**src/rtl/cache_axi4_master_pkg.sv**
```systemverilog
// rtl/cache_axi4_master_pkg.sv - shared FSM state and AXI burst constants for the cache refill/writeback master
package cache_axi4_master_pkg;

  // One transaction is in flight at a time; reads and writes have separate phase chains.
  typedef enum logic [2:0] {
    ST_IDLE    = 3'd0,
    ST_RD_ADDR = 3'd1,
    ST_RD_DATA = 3'd2,
    ST_WR_ADDR = 3'd3,
    ST_WR_DATA = 3'd4,
    ST_WR_RESP = 3'd5
  } state_e;

  // AXI burst type encoding used for every block transfer.
  localparam logic [1:0] BURST_INCR = 2'b01;

  // AXI response code for a successful beat.
  localparam logic [1:0] RESP_OKAY  = 2'b00;

endpackage

```
**src/rtl/cache_axi4_master.sv**
```systemverilog
// rtl/cache_axi4_master.sv - cache block refill/writeback master issuing fixed-length AXI4 INCR bursts
module cache_axi4_master
  import cache_axi4_master_pkg::*;
#(
  parameter int ID_W     = 4,
  parameter int ADDR_W   = 32,
  parameter int AXI_DW   = 32,
  parameter int RESP_W   = 2,
  parameter int BLOCK_DW = 256,
  parameter int AXI_ID   = 0
) (
  input  logic                clk_i,
  input  logic                rst_n_i,

  input  logic                rd_valid_i,
  input  logic [ADDR_W-1:0]   rd_addr_i,
  input  logic                wr_valid_i,
  input  logic [ADDR_W-1:0]   wr_addr_i,
  input  logic [BLOCK_DW-1:0] wr_data_i,
  output logic                req_ready_o,

  output logic                resp_valid_o,
  output logic [ADDR_W-1:0]   resp_addr_o,
  output logic [BLOCK_DW-1:0] resp_data_o,
  output logic                wr_done_o,
  output logic                err_o,

  output logic                m_axi_awvalid_o,
  input  logic                m_axi_awready_i,
  output logic [ADDR_W-1:0]   m_axi_awaddr_o,
  output logic [1:0]          m_axi_awburst_o,
  output logic [7:0]          m_axi_awlen_o,
  output logic [2:0]          m_axi_awsize_o,
  output logic [ID_W-1:0]     m_axi_awid_o,

  output logic                m_axi_wvalid_o,
  input  logic                m_axi_wready_i,
  output logic [AXI_DW-1:0]   m_axi_wdata_o,
  output logic                m_axi_wlast_o,
  output logic [AXI_DW/8-1:0] m_axi_wstrb_o,

  input  logic                m_axi_bvalid_i,
  output logic                m_axi_bready_o,
  input  logic [ID_W-1:0]     m_axi_bid_i,
  input  logic [RESP_W-1:0]   m_axi_bresp_i,

  output logic                m_axi_arvalid_o,
  input  logic                m_axi_arready_i,
  output logic [ADDR_W-1:0]   m_axi_araddr_o,
  output logic [1:0]          m_axi_arburst_o,
  output logic [7:0]          m_axi_arlen_o,
  output logic [2:0]          m_axi_arsize_o,
  output logic [ID_W-1:0]     m_axi_arid_o,

  input  logic                m_axi_rvalid_i,
  output logic                m_axi_rready_o,
  input  logic [AXI_DW-1:0]   m_axi_rdata_i,
  input  logic                m_axi_rlast_i,
  input  logic [ID_W-1:0]     m_axi_rid_i,
  input  logic [RESP_W-1:0]   m_axi_rresp_i
);

  localparam int NBYTES = AXI_DW / 8;
  localparam int BEATS  = BLOCK_DW / AXI_DW;
  localparam int OFFS   = $clog2(BLOCK_DW / 8);
  localparam int CNT_W  = (BEATS > 1) ? $clog2(BEATS) : 1;

  localparam logic [CNT_W-1:0]  LAST_BEAT = CNT_W'(BEATS - 1);
  localparam logic [ADDR_W-1:0] OFFS_MASK = ADDR_W'((1 << OFFS) - 1);
  localparam logic [RESP_W-1:0] OKAY_W    = RESP_W'(RESP_OKAY);

  state_e              state_q;
  logic [CNT_W-1:0]    cnt_q;
  logic [ADDR_W-1:0]   addr_q;
  logic [BLOCK_DW-1:0] data_q;
  logic                err_acc_q;
  logic                arvalid_q;
  logic                rready_q;
  logic                awvalid_q;
  logic                wvalid_q;
  logic                bready_q;
  logic                resp_valid_q;
  logic                wr_done_q;
  logic                err_q;

  logic                last_beat;
  logic                r_beat_err;
  logic                err_acc_d;
  logic                b_err;

  // The slave IDs are constant by construction; they are folded here only to keep them referenced.
  logic unused_ids;
  assign unused_ids = ^{m_axi_bid_i, m_axi_rid_i};

  assign last_beat  = (cnt_q == LAST_BEAT);
  // A read beat is bad if the slave reports an error or its rlast disagrees with our own beat count.
  assign r_beat_err = (m_axi_rresp_i != OKAY_W) | (m_axi_rlast_i != last_beat);
  assign b_err      = (m_axi_bresp_i != OKAY_W);

  // Sticky error accumulation across the beats of the current transaction.
  always_comb begin
    err_acc_d = err_acc_q;
    if (state_q == ST_RD_DATA && m_axi_rvalid_i && rready_q) begin
      err_acc_d = err_acc_q | r_beat_err;
    end else if (state_q == ST_WR_RESP && m_axi_bvalid_i && bready_q) begin
      err_acc_d = err_acc_q | b_err;
    end
  end

  // Request handshake is gated by reset so it reads 0 while rst_n_i is low.
  assign req_ready_o     = rst_n_i & (state_q == ST_IDLE);

  assign resp_valid_o    = resp_valid_q;
  assign resp_addr_o     = addr_q;
  assign resp_data_o     = data_q;
  assign wr_done_o       = wr_done_q;
  assign err_o           = err_q;

  assign m_axi_awvalid_o = awvalid_q;
  assign m_axi_awaddr_o  = addr_q;
  assign m_axi_awburst_o = BURST_INCR;
  assign m_axi_awlen_o   = 8'(BEATS - 1);
  assign m_axi_awsize_o  = 3'($clog2(NBYTES));
  assign m_axi_awid_o    = ID_W'(AXI_ID);

  // Write data is the cnt-th beat slice of the registered block, so it is stable until wready.
  assign m_axi_wvalid_o  = wvalid_q;
  assign m_axi_wdata_o   = data_q[int'(cnt_q) * AXI_DW +: AXI_DW];
  assign m_axi_wlast_o   = wvalid_q & last_beat;
  assign m_axi_wstrb_o   = '1;

  assign m_axi_bready_o  = bready_q;

  assign m_axi_arvalid_o = arvalid_q;
  assign m_axi_araddr_o  = addr_q;
  assign m_axi_arburst_o = BURST_INCR;
  assign m_axi_arlen_o   = 8'(BEATS - 1);
  assign m_axi_arsize_o  = 3'($clog2(NBYTES));
  assign m_axi_arid_o    = ID_W'(AXI_ID);

  assign m_axi_rready_o  = rready_q;

  // Transaction FSM with registered channel valids/readies and single-cycle completion pulses.
  always_ff @(posedge clk_i or negedge rst_n_i) begin
    if (!rst_n_i) begin
      state_q      <= ST_IDLE;
      cnt_q        <= '0;
      addr_q       <= '0;
      data_q       <= '0;
      err_acc_q    <= 1'b0;
      arvalid_q    <= 1'b0;
      rready_q     <= 1'b0;
      awvalid_q    <= 1'b0;
      wvalid_q     <= 1'b0;
      bready_q     <= 1'b0;
      resp_valid_q <= 1'b0;
      wr_done_q    <= 1'b0;
      err_q        <= 1'b0;
    end else begin
      resp_valid_q <= 1'b0;
      wr_done_q    <= 1'b0;
      err_q        <= 1'b0;
      case (state_q)
        ST_IDLE: begin
          // Writes win over a simultaneous read; the read stays pending on its valid.
          if (wr_valid_i) begin
            addr_q    <= wr_addr_i & ~OFFS_MASK;
            data_q    <= wr_data_i;
            cnt_q     <= '0;
            err_acc_q <= 1'b0;
            awvalid_q <= 1'b1;
            state_q   <= ST_WR_ADDR;
          end else if (rd_valid_i) begin
            addr_q    <= rd_addr_i & ~OFFS_MASK;
            cnt_q     <= '0;
            err_acc_q <= 1'b0;
            arvalid_q <= 1'b1;
            state_q   <= ST_RD_ADDR;
          end
        end
        ST_RD_ADDR: begin
          if (m_axi_arready_i) begin
            arvalid_q <= 1'b0;
            rready_q  <= 1'b1;
            state_q   <= ST_RD_DATA;
          end
        end
        ST_RD_DATA: begin
          if (m_axi_rvalid_i) begin
            data_q[int'(cnt_q) * AXI_DW +: AXI_DW] <= m_axi_rdata_i;
            err_acc_q <= err_acc_d;
            // Completion is decided by our own count, never by rlast.
            if (last_beat) begin
              rready_q     <= 1'b0;
              resp_valid_q <= 1'b1;
              err_q        <= err_acc_d;
              cnt_q        <= '0;
              state_q      <= ST_IDLE;
            end else begin
              cnt_q <= cnt_q + 1'b1;
            end
          end
        end
        ST_WR_ADDR: begin
          if (m_axi_awready_i) begin
            awvalid_q <= 1'b0;
            wvalid_q  <= 1'b1;
            state_q   <= ST_WR_DATA;
          end
        end
        ST_WR_DATA: begin
          if (m_axi_wready_i) begin
            if (last_beat) begin
              wvalid_q <= 1'b0;
              bready_q <= 1'b1;
              cnt_q    <= '0;
              state_q  <= ST_WR_RESP;
            end else begin
              cnt_q <= cnt_q + 1'b1;
            end
          end
        end
        ST_WR_RESP: begin
          if (m_axi_bvalid_i) begin
            bready_q  <= 1'b0;
            wr_done_q <= 1'b1;
            err_q     <= err_acc_d;
            err_acc_q <= err_acc_d;
            state_q   <= ST_IDLE;
          end
        end
        default: begin
          state_q <= ST_IDLE;
        end
      endcase
    end
  end

endmodule
```
**config.mk**
```make
export PLATFORM = sky130hd
export DESIGN_NAME = cache_axi4_master
export DESIGN_NICKNAME = d
export VERILOG_FILES = /design/src/rtl/cache_axi4_master_pkg.sv /design/src/rtl/cache_axi4_master.sv
export SDC_FILE = /design/constraint.sdc
export NUM_CORES = 1
export LEC_CHECK = 0
export ABC_AREA = 1
export CAP_MARGIN = 20
export CORE_AREA = 2 2 316 318
export DETAILED_ROUTE_END_ITERATION = 8
export DIE_AREA = 0 0 318 320
export DONT_BUFFER_PORTS = 1
export PLACE_DENSITY_LB_ADDON = 0.12
export SLEW_MARGIN = 20
export SYNTH_ARGS = -nofsm -noshare
export SYNTH_HDL_FRONTEND = slang
export SYNTH_SLANG_ARGS = --single-unit
```
**constraint.sdc**
```tcl
create_clock -name clk_i -period 3.1 [get_ports clk_i]
set_clock_uncertainty 0.05 [all_clocks]
set_input_delay 0.62 -clock clk_i [delete_from_list [all_inputs] [get_ports clk_i]]
set_output_delay 0.62 -clock clk_i [all_outputs]
set_load 0.02 [all_outputs]
```
Yosys cells after proc, flatten, opt, wreduce, memory -nomap -nowiden

Cells that the tools add are included.

Word-level logic and storage cells: 123
Memories: 0
Memory bits (read-only): 0
Register bits after elaboration: 303
Output and inout bits: 432
Bits in latches: 0
Bits of input ports: 374
RAM bits: 0

Multipliers: 0
Reduce and logical (&&, ||, !) cells: 26
Div/mod/pow operators: 0
Bitwise gates (word level): 5
Mux-type cells: 56
Equal/unequal tests: 18
Shift operators: 3
$lt $le $gt $ge: 0
$add $sub $neg: 2

Operators with widths:

| kind                      | number |
|---|---|
| $mux 256                  | 2 |
| $pmux 256 s2              | 1 |
| $bwmux 256                | 1 |
| $shift 32x33->256 const A | 1 |
| $shiftx 256x9->32         | 1 |
| $shiftx 32x33->256        | 1 |
| $mux 32                   | 2 |
| $mux 3                    | 14 |
| $neg 8->33                | 1 |
| $mux 1                    | 27 |
| $reduce_and 4->1          | 6 |
| $ne 2x2->1 const B        | 10 |
| $pmux 3 s6                | 1 |
| $reduce_bool 2->1         | 9 |
| $pmux 1 s2                | 6 |
| $eq 3x3->1 const B        | 3 |
| $pmux 3 s3                | 1 |
| $reduce_and 8->1          | 1 |
| $eq 3x2->1 const B        | 2 |
| $reduce_and 3->1          | 2 |
| $reduce_bool 3->1         | 2 |
| $logic_and 1x1->1         | 4 |
| $add 3x1->3 const B       | 1 |
| $eq 3x1->1 const B        | 1 |
| other kinds (7)           | 10 |

Logic depth before layout (Yosys ltp)

Depth after elaboration: 8
Gate-level depth with buffers: 14
Gate-level depth less buffers: 11

Least setup slack after synthesis

No wires, ideal clock.

Kind: reg-to-reg
Start: register cnt_q[0]
End: register data_q[60] (netlist: resp_data_o[60])
Arrival time: 2338 ps
Slack: 595 ps
Library setup time: 117 ps
Buffers on the path: 4
Stages on the path, launching flop included: 15
Path through: dfrtp_1 > inv_2 > clkbuf_1 > clkbuf_1 > ha_1 > ha_1 > inv_1 > nand2_1 > buf_2 > clkbuf_1 > nor2_1 > nand2_1 > o21ai_0 > nand2_1 > nand2_1

Longest elaborated chain between the ends: 5

Ends and longest elaborated chain:

| item                                                    | RTL line                 | RTL |
|---|---|---|
| start: declaration                                      | cache_axi4_master.sv:73  | `logic [CNT_W-1:0] cnt_q;` |
| start signal: assignment                                | cache_axi4_master.sv:200 | `cnt_q <= cnt_q + 1'b1;` |
| start signal: assignment                                | cache_axi4_master.sv:219 | `cnt_q <= cnt_q + 1'b1;` |
| $neg 8->33 *                                            | cache_axi4_master.sv:190 | `data_q[int'(cnt_q) * AXI_DW +: AXI_DW] <= m_axi_rdata_i;` |
| $shiftx 32x33->256 or $shift 32x33->256 (tied branches) | cache_axi4_master.sv:190 |  |
| $bwmux 256 *                                            | cache_axi4_master.sv:190 |  |
| $mux 256 *                                              | cache_axi4_master.sv:189 | `if (m_axi_rvalid_i) begin` |
| $pmux 256 s2 *                                          | cache_axi4_master.sv:163 | `case (state_q)` |
| end signal: assignment                                  | cache_axi4_master.sv:168 | `data_q <= wr_data_i;` |
| end signal: indexed assignment                          | cache_axi4_master.sv:190 |  |
| end: declaration                                        | cache_axi4_master.sv:75  | `logic [BLOCK_DW-1:0] data_q;` |

Mark *: on every way between the ends. The rest lies on a longest branch, timed or not. The select of a mux whose other input is x is not followed.
A chain may end at the register's enable or synchronous reset.

Worst setup path after layout

Start: register cnt_q[0]
End: output m_axi_wdata_o[19]

Longest elaborated chain between the ends: 1

Ends and longest elaborated chain:

| item              | RTL line                 | RTL |
|---|---|---|
| $shiftx 256x9->32 | cache_axi4_master.sv:128 | `assign m_axi_wdata_o = data_q[int'(cnt_q) * AXI_DW +: AXI_DW];` |
| end: declaration  | cache_axi4_master.sv:38  | `output logic [AXI_DW-1:0] m_axi_wdata_o,` |

No other way between the ends.

==> results.py <==
metrics = {
    "run_status": {
        "run_status": "complete, but fails checks",
        "violations": "negative hold slack",
    },
    "cells_and_area": {
        "drive_gt1_share_pct": 8.29,
        "nNetsFinal": 3072,
        "area_delta_synth_final_pct": 13.8,
        "final_util_pct": 21.8,
    },
    "sta": {
        "relSlewSlack_pct": 26.3,
        "fin_crit_sh_pct": 97.3,
        "drv_slew": 0,
        "tns_ns": 0,
        "finalWorstPathRequiredPeriod_ns": 3.02,
        "grt_setup_unrepaired": "true",
        "setup_violations": 0,
        "tightest_slew_ns": 1.10,
        "hold_viol": 298,
        "fmax_mhz": 331,
        "fin_hold_ws_ns": -0.337,
    },
    "power_and_ir_drop": {
        "pwr-share-seq_pct": 39.6,
        "p_int_mw": 11.7,
        "total_power_mw": 26.8,
        "power.switching_mw": 15.1,
        "cellLeakagePower_nw": 10.4,
        "powerDensity_nw_per_um2": 1260,
        "vdd_drop_max_v": 0.000481,
        "clkPwrFrac_pct": 19.5,
        "comb_power_share_pct": 40.9,
        "p_sw_share_pct": 56.5,
    },
    "run": {
        "maxCapViolCount": 0,
    },
    "routing": {
        "vias": 19400,
        "drt-pass1-iter-count": 5,
        "routed_via_density": 4.82,
        "drtAntennaViolNets": 0,
        "wire_per_inst_um": 29.3,
        "routed_wl_mm": 118,
        "drcViolationCount": 0,
        "drt_iter0_drc": 1677,
    },
    "setup_path": {
        "cp-start-kind": "flip-flop",
        "cp.arrival_ns": 2.35,
        "r2r_start": "cnt_q[1]",
        "crit_required_ns": 2.43,
        "r2r_setup_slack_ns": 0.21,
        "crit_type": "flip-flop to primary output",
        "worst-path-max-fanout": 70,
        "r2r-end": "resp_data_o[14]",
        "end_kind": "primary output",
        "r2r_cells": 11,
    },
    "clock_network": {
        "path_clk_slew_ns": 0.06,
        "clock_latency_ns": 0.61,
        "cts_tree": "built",
        "clockBufferDepth": 3,
        "root_buffer": "clkbuf_16",
        "cts.sinks": 298,
        "cts_buffers": 44,
        "postCtsSetupRepairBufs": 0,
        "h-tree-depth": 2,
    },
    "synthesis": {
        "ys.flop_type": "dfrtp_1",
        "synth.area.top_cells": "dfrtp_1 (40%), nand2_1 (25%), o21ai_0 (9.3%)",
        "synthesis.instances": 2823,
        "ys_warn_count": 0,
        "ys_ff_latch": 298,
        "yosysTopAreaCellShare_pct": 39.8,
        "synth_top_area_cell": "dfrtp_1",
        "ys_types": 30,
        "synth.avg_cell_area_um2": 6.63,
        "netlist_area_um2": 18700,
        "synth_async_sr_flop_share_pct": 100,
        "ys_seq_area_share_pct": 39.8,
        "synth-edff-count": 0,
    },
    "floorplan": {
        "start_util_pct": 19.1,
        "die_h_um": 320,
        "num_rows": 115,
        "design.core.area_um2": 98000,
        "die_area_um2": 102000,
        "die_w_um": 318,
        "io_pins": 806,
    },
    "hold_path": {
        "hold_class": "primary input to async pin",
    },
    "placed_design": {
        "dp_hpwl_mm": 83.2,
        "io_buffer_count": 0,
        "gp_congestion": 0.865,
    },
    "global_route": {
        "grt_pass1_vias": 19400,
        "antenna_found_initial": 22,
        "grt_pass1_wl_mm": 162,
        "grt_remaining_overflow": 0,
        "grt_max_degree": 300,
        "grt_usage_pct": 22.4,
    },
}
state kept, by name, indices dropped and copies added (netlist names):
register         count
m_axi_arvalid_o      1
m_axi_awvalid_o      1
state_q              3
cnt_q                3
err_o                1
m_axi_araddr_o      27
m_axi_bready_o       1
resp_valid_o         1
m_axi_wvalid_o       1
wr_done_o            1
err_acc_q            1
m_axi_rready_o       1
resp_data_o        256
cell families (layout without fill, tap and decap cells):
| family | count (synthesis) | count (layout) | synth area share, % |
|---|---|---|---|
| compound gates | 457 | 457 | 13.1 |
| other cells | 2 | 68 | 0.0401 |
| simple gates | 1688 | 1688 | 36.1 |
| fa+ha+maj | 6 | 6 | 0.401 |
| flops | 298 | 298 | 39.8 |
| buf+inv | 372 | 224 | 10.6 |
layout make-up:
class | instances | area (µm²)
Tap cell | 1287 | 1610
Sequential cell | 298 | 7470
Fill cell | 11200 | 76700
Inverter | 71 | 274
Clock buffer | 70 | 1340
Antenna cell | 15 | 37.5
Timing Repair Buffer | 73 | 821
Multi-Input combinational cell | 2204 | 9660
Clock inverter | 10 | 105
placed cells by master (no fill, tap or decap), drive strengths merged, types with 8 or more instances in the layout:
cell type / n
diode: 15
clkinv: 8
nor2: 214
nand3: 178
dfrtp: 298
buf: 72
o21a: 27
inv: 69
nand2: 1263
conb: 53
o22ai: 64
or2: 27
o21ai: 359
clkbuf: 70
timing repair:
item | CTS | global route
gates cloned | 1 | 0
hold endpoints to repair | 298 | 298
endpoints found under the setup margin | 12 | 13
resized for setup | 8 | 9
worst max-delay path, cell delays in order (launching register included):
cell,delay [ns]
dfrtp_4,0.46
buf_12,0.29
o21ai_0,0.24
o22ai_1,0.26
nand2_1,0.09
nand2_1,0.24
per-stage QoR:
stage | std cells | setup slack, ns | cell area, µm²
after global placement | 3932 | 0.352 | 19700
after detailed placement | 3932 | 0.330 | 19700
after floorplan | 2874 | 0.595 | 18900
after CTS | 4013 | -0.000896 | 21200
final | 4028 | 0.0832 | 21300
after global routing | 4027 | -0.0357 | 21300
Yosys cell counts, types with 3 or more instances:
library cell / count
a21oi_1: 4
buf_1: 8
buf_2: 87
buf_4: 122
clkbuf_1: 82
dfrtp_1: 298
ha_1: 6
inv_1: 59
inv_2: 12
nand2_1: 1258
nand2_2: 4
nand3_1: 175
nand4_2: 3
nor2_1: 207
nor2_4: 7
o21a_1: 27
o21ai_0: 348
o21ai_1: 8
o21ai_2: 3
o22ai_1: 64
or2_2: 27
power groups by stage:
| stage | Combinational [mW] | Clock (mW) | Sequential, mW |
|---|---|---|---|
| 2_1_floorplan | 7.78 | 0 | 8.86 |
| 3_3_place_gp | 10.7 | 0 | 10.7 |
| 3_5_place_dp | 10.8 | 0 | 10.7 |
| 4_1_cts | 11.0 | 5.42 | 10.7 |
| 5_1_grt | 12.0 | 5.57 | 10.8 |
| 6_report | 11.0 | 5.23 | 10.6 |
worst max path at each step:
stage,from,to,slack (ns),cells past startpoint
global placement,cnt_q[1],resp_data_o[50],0.35,9
global route,cnt_q[0],m_axi_wdata_o[0],-0.04,7
detailed placement,cnt_q[0],resp_data_o[14],0.33,11
floorplan,cnt_q[0],resp_data_o[60],0.59,14
CTS,cnt_q[1],m_axi_wdata_o[29],-0.0009,5
finish,cnt_q[0],m_axi_wdata_o[19],0.08,5
per-layer routing:
| metal | vias to the layer above | track usage [%] | part of all wire (%) |
|---|---|---|---|
| li1 | 8632 | - | - |
| met1 | 9679 | 27.8 | 41 |
| met2 | 928 | 38.2 | 48 |
| met3 | 156 | 5.67 | 7.6 |
| met4 | 6 | 6.46 | 2.6 |
| met5 | - | 0 | 0.031 |
No activity file was read; power rests on OpenSTA's default activity.
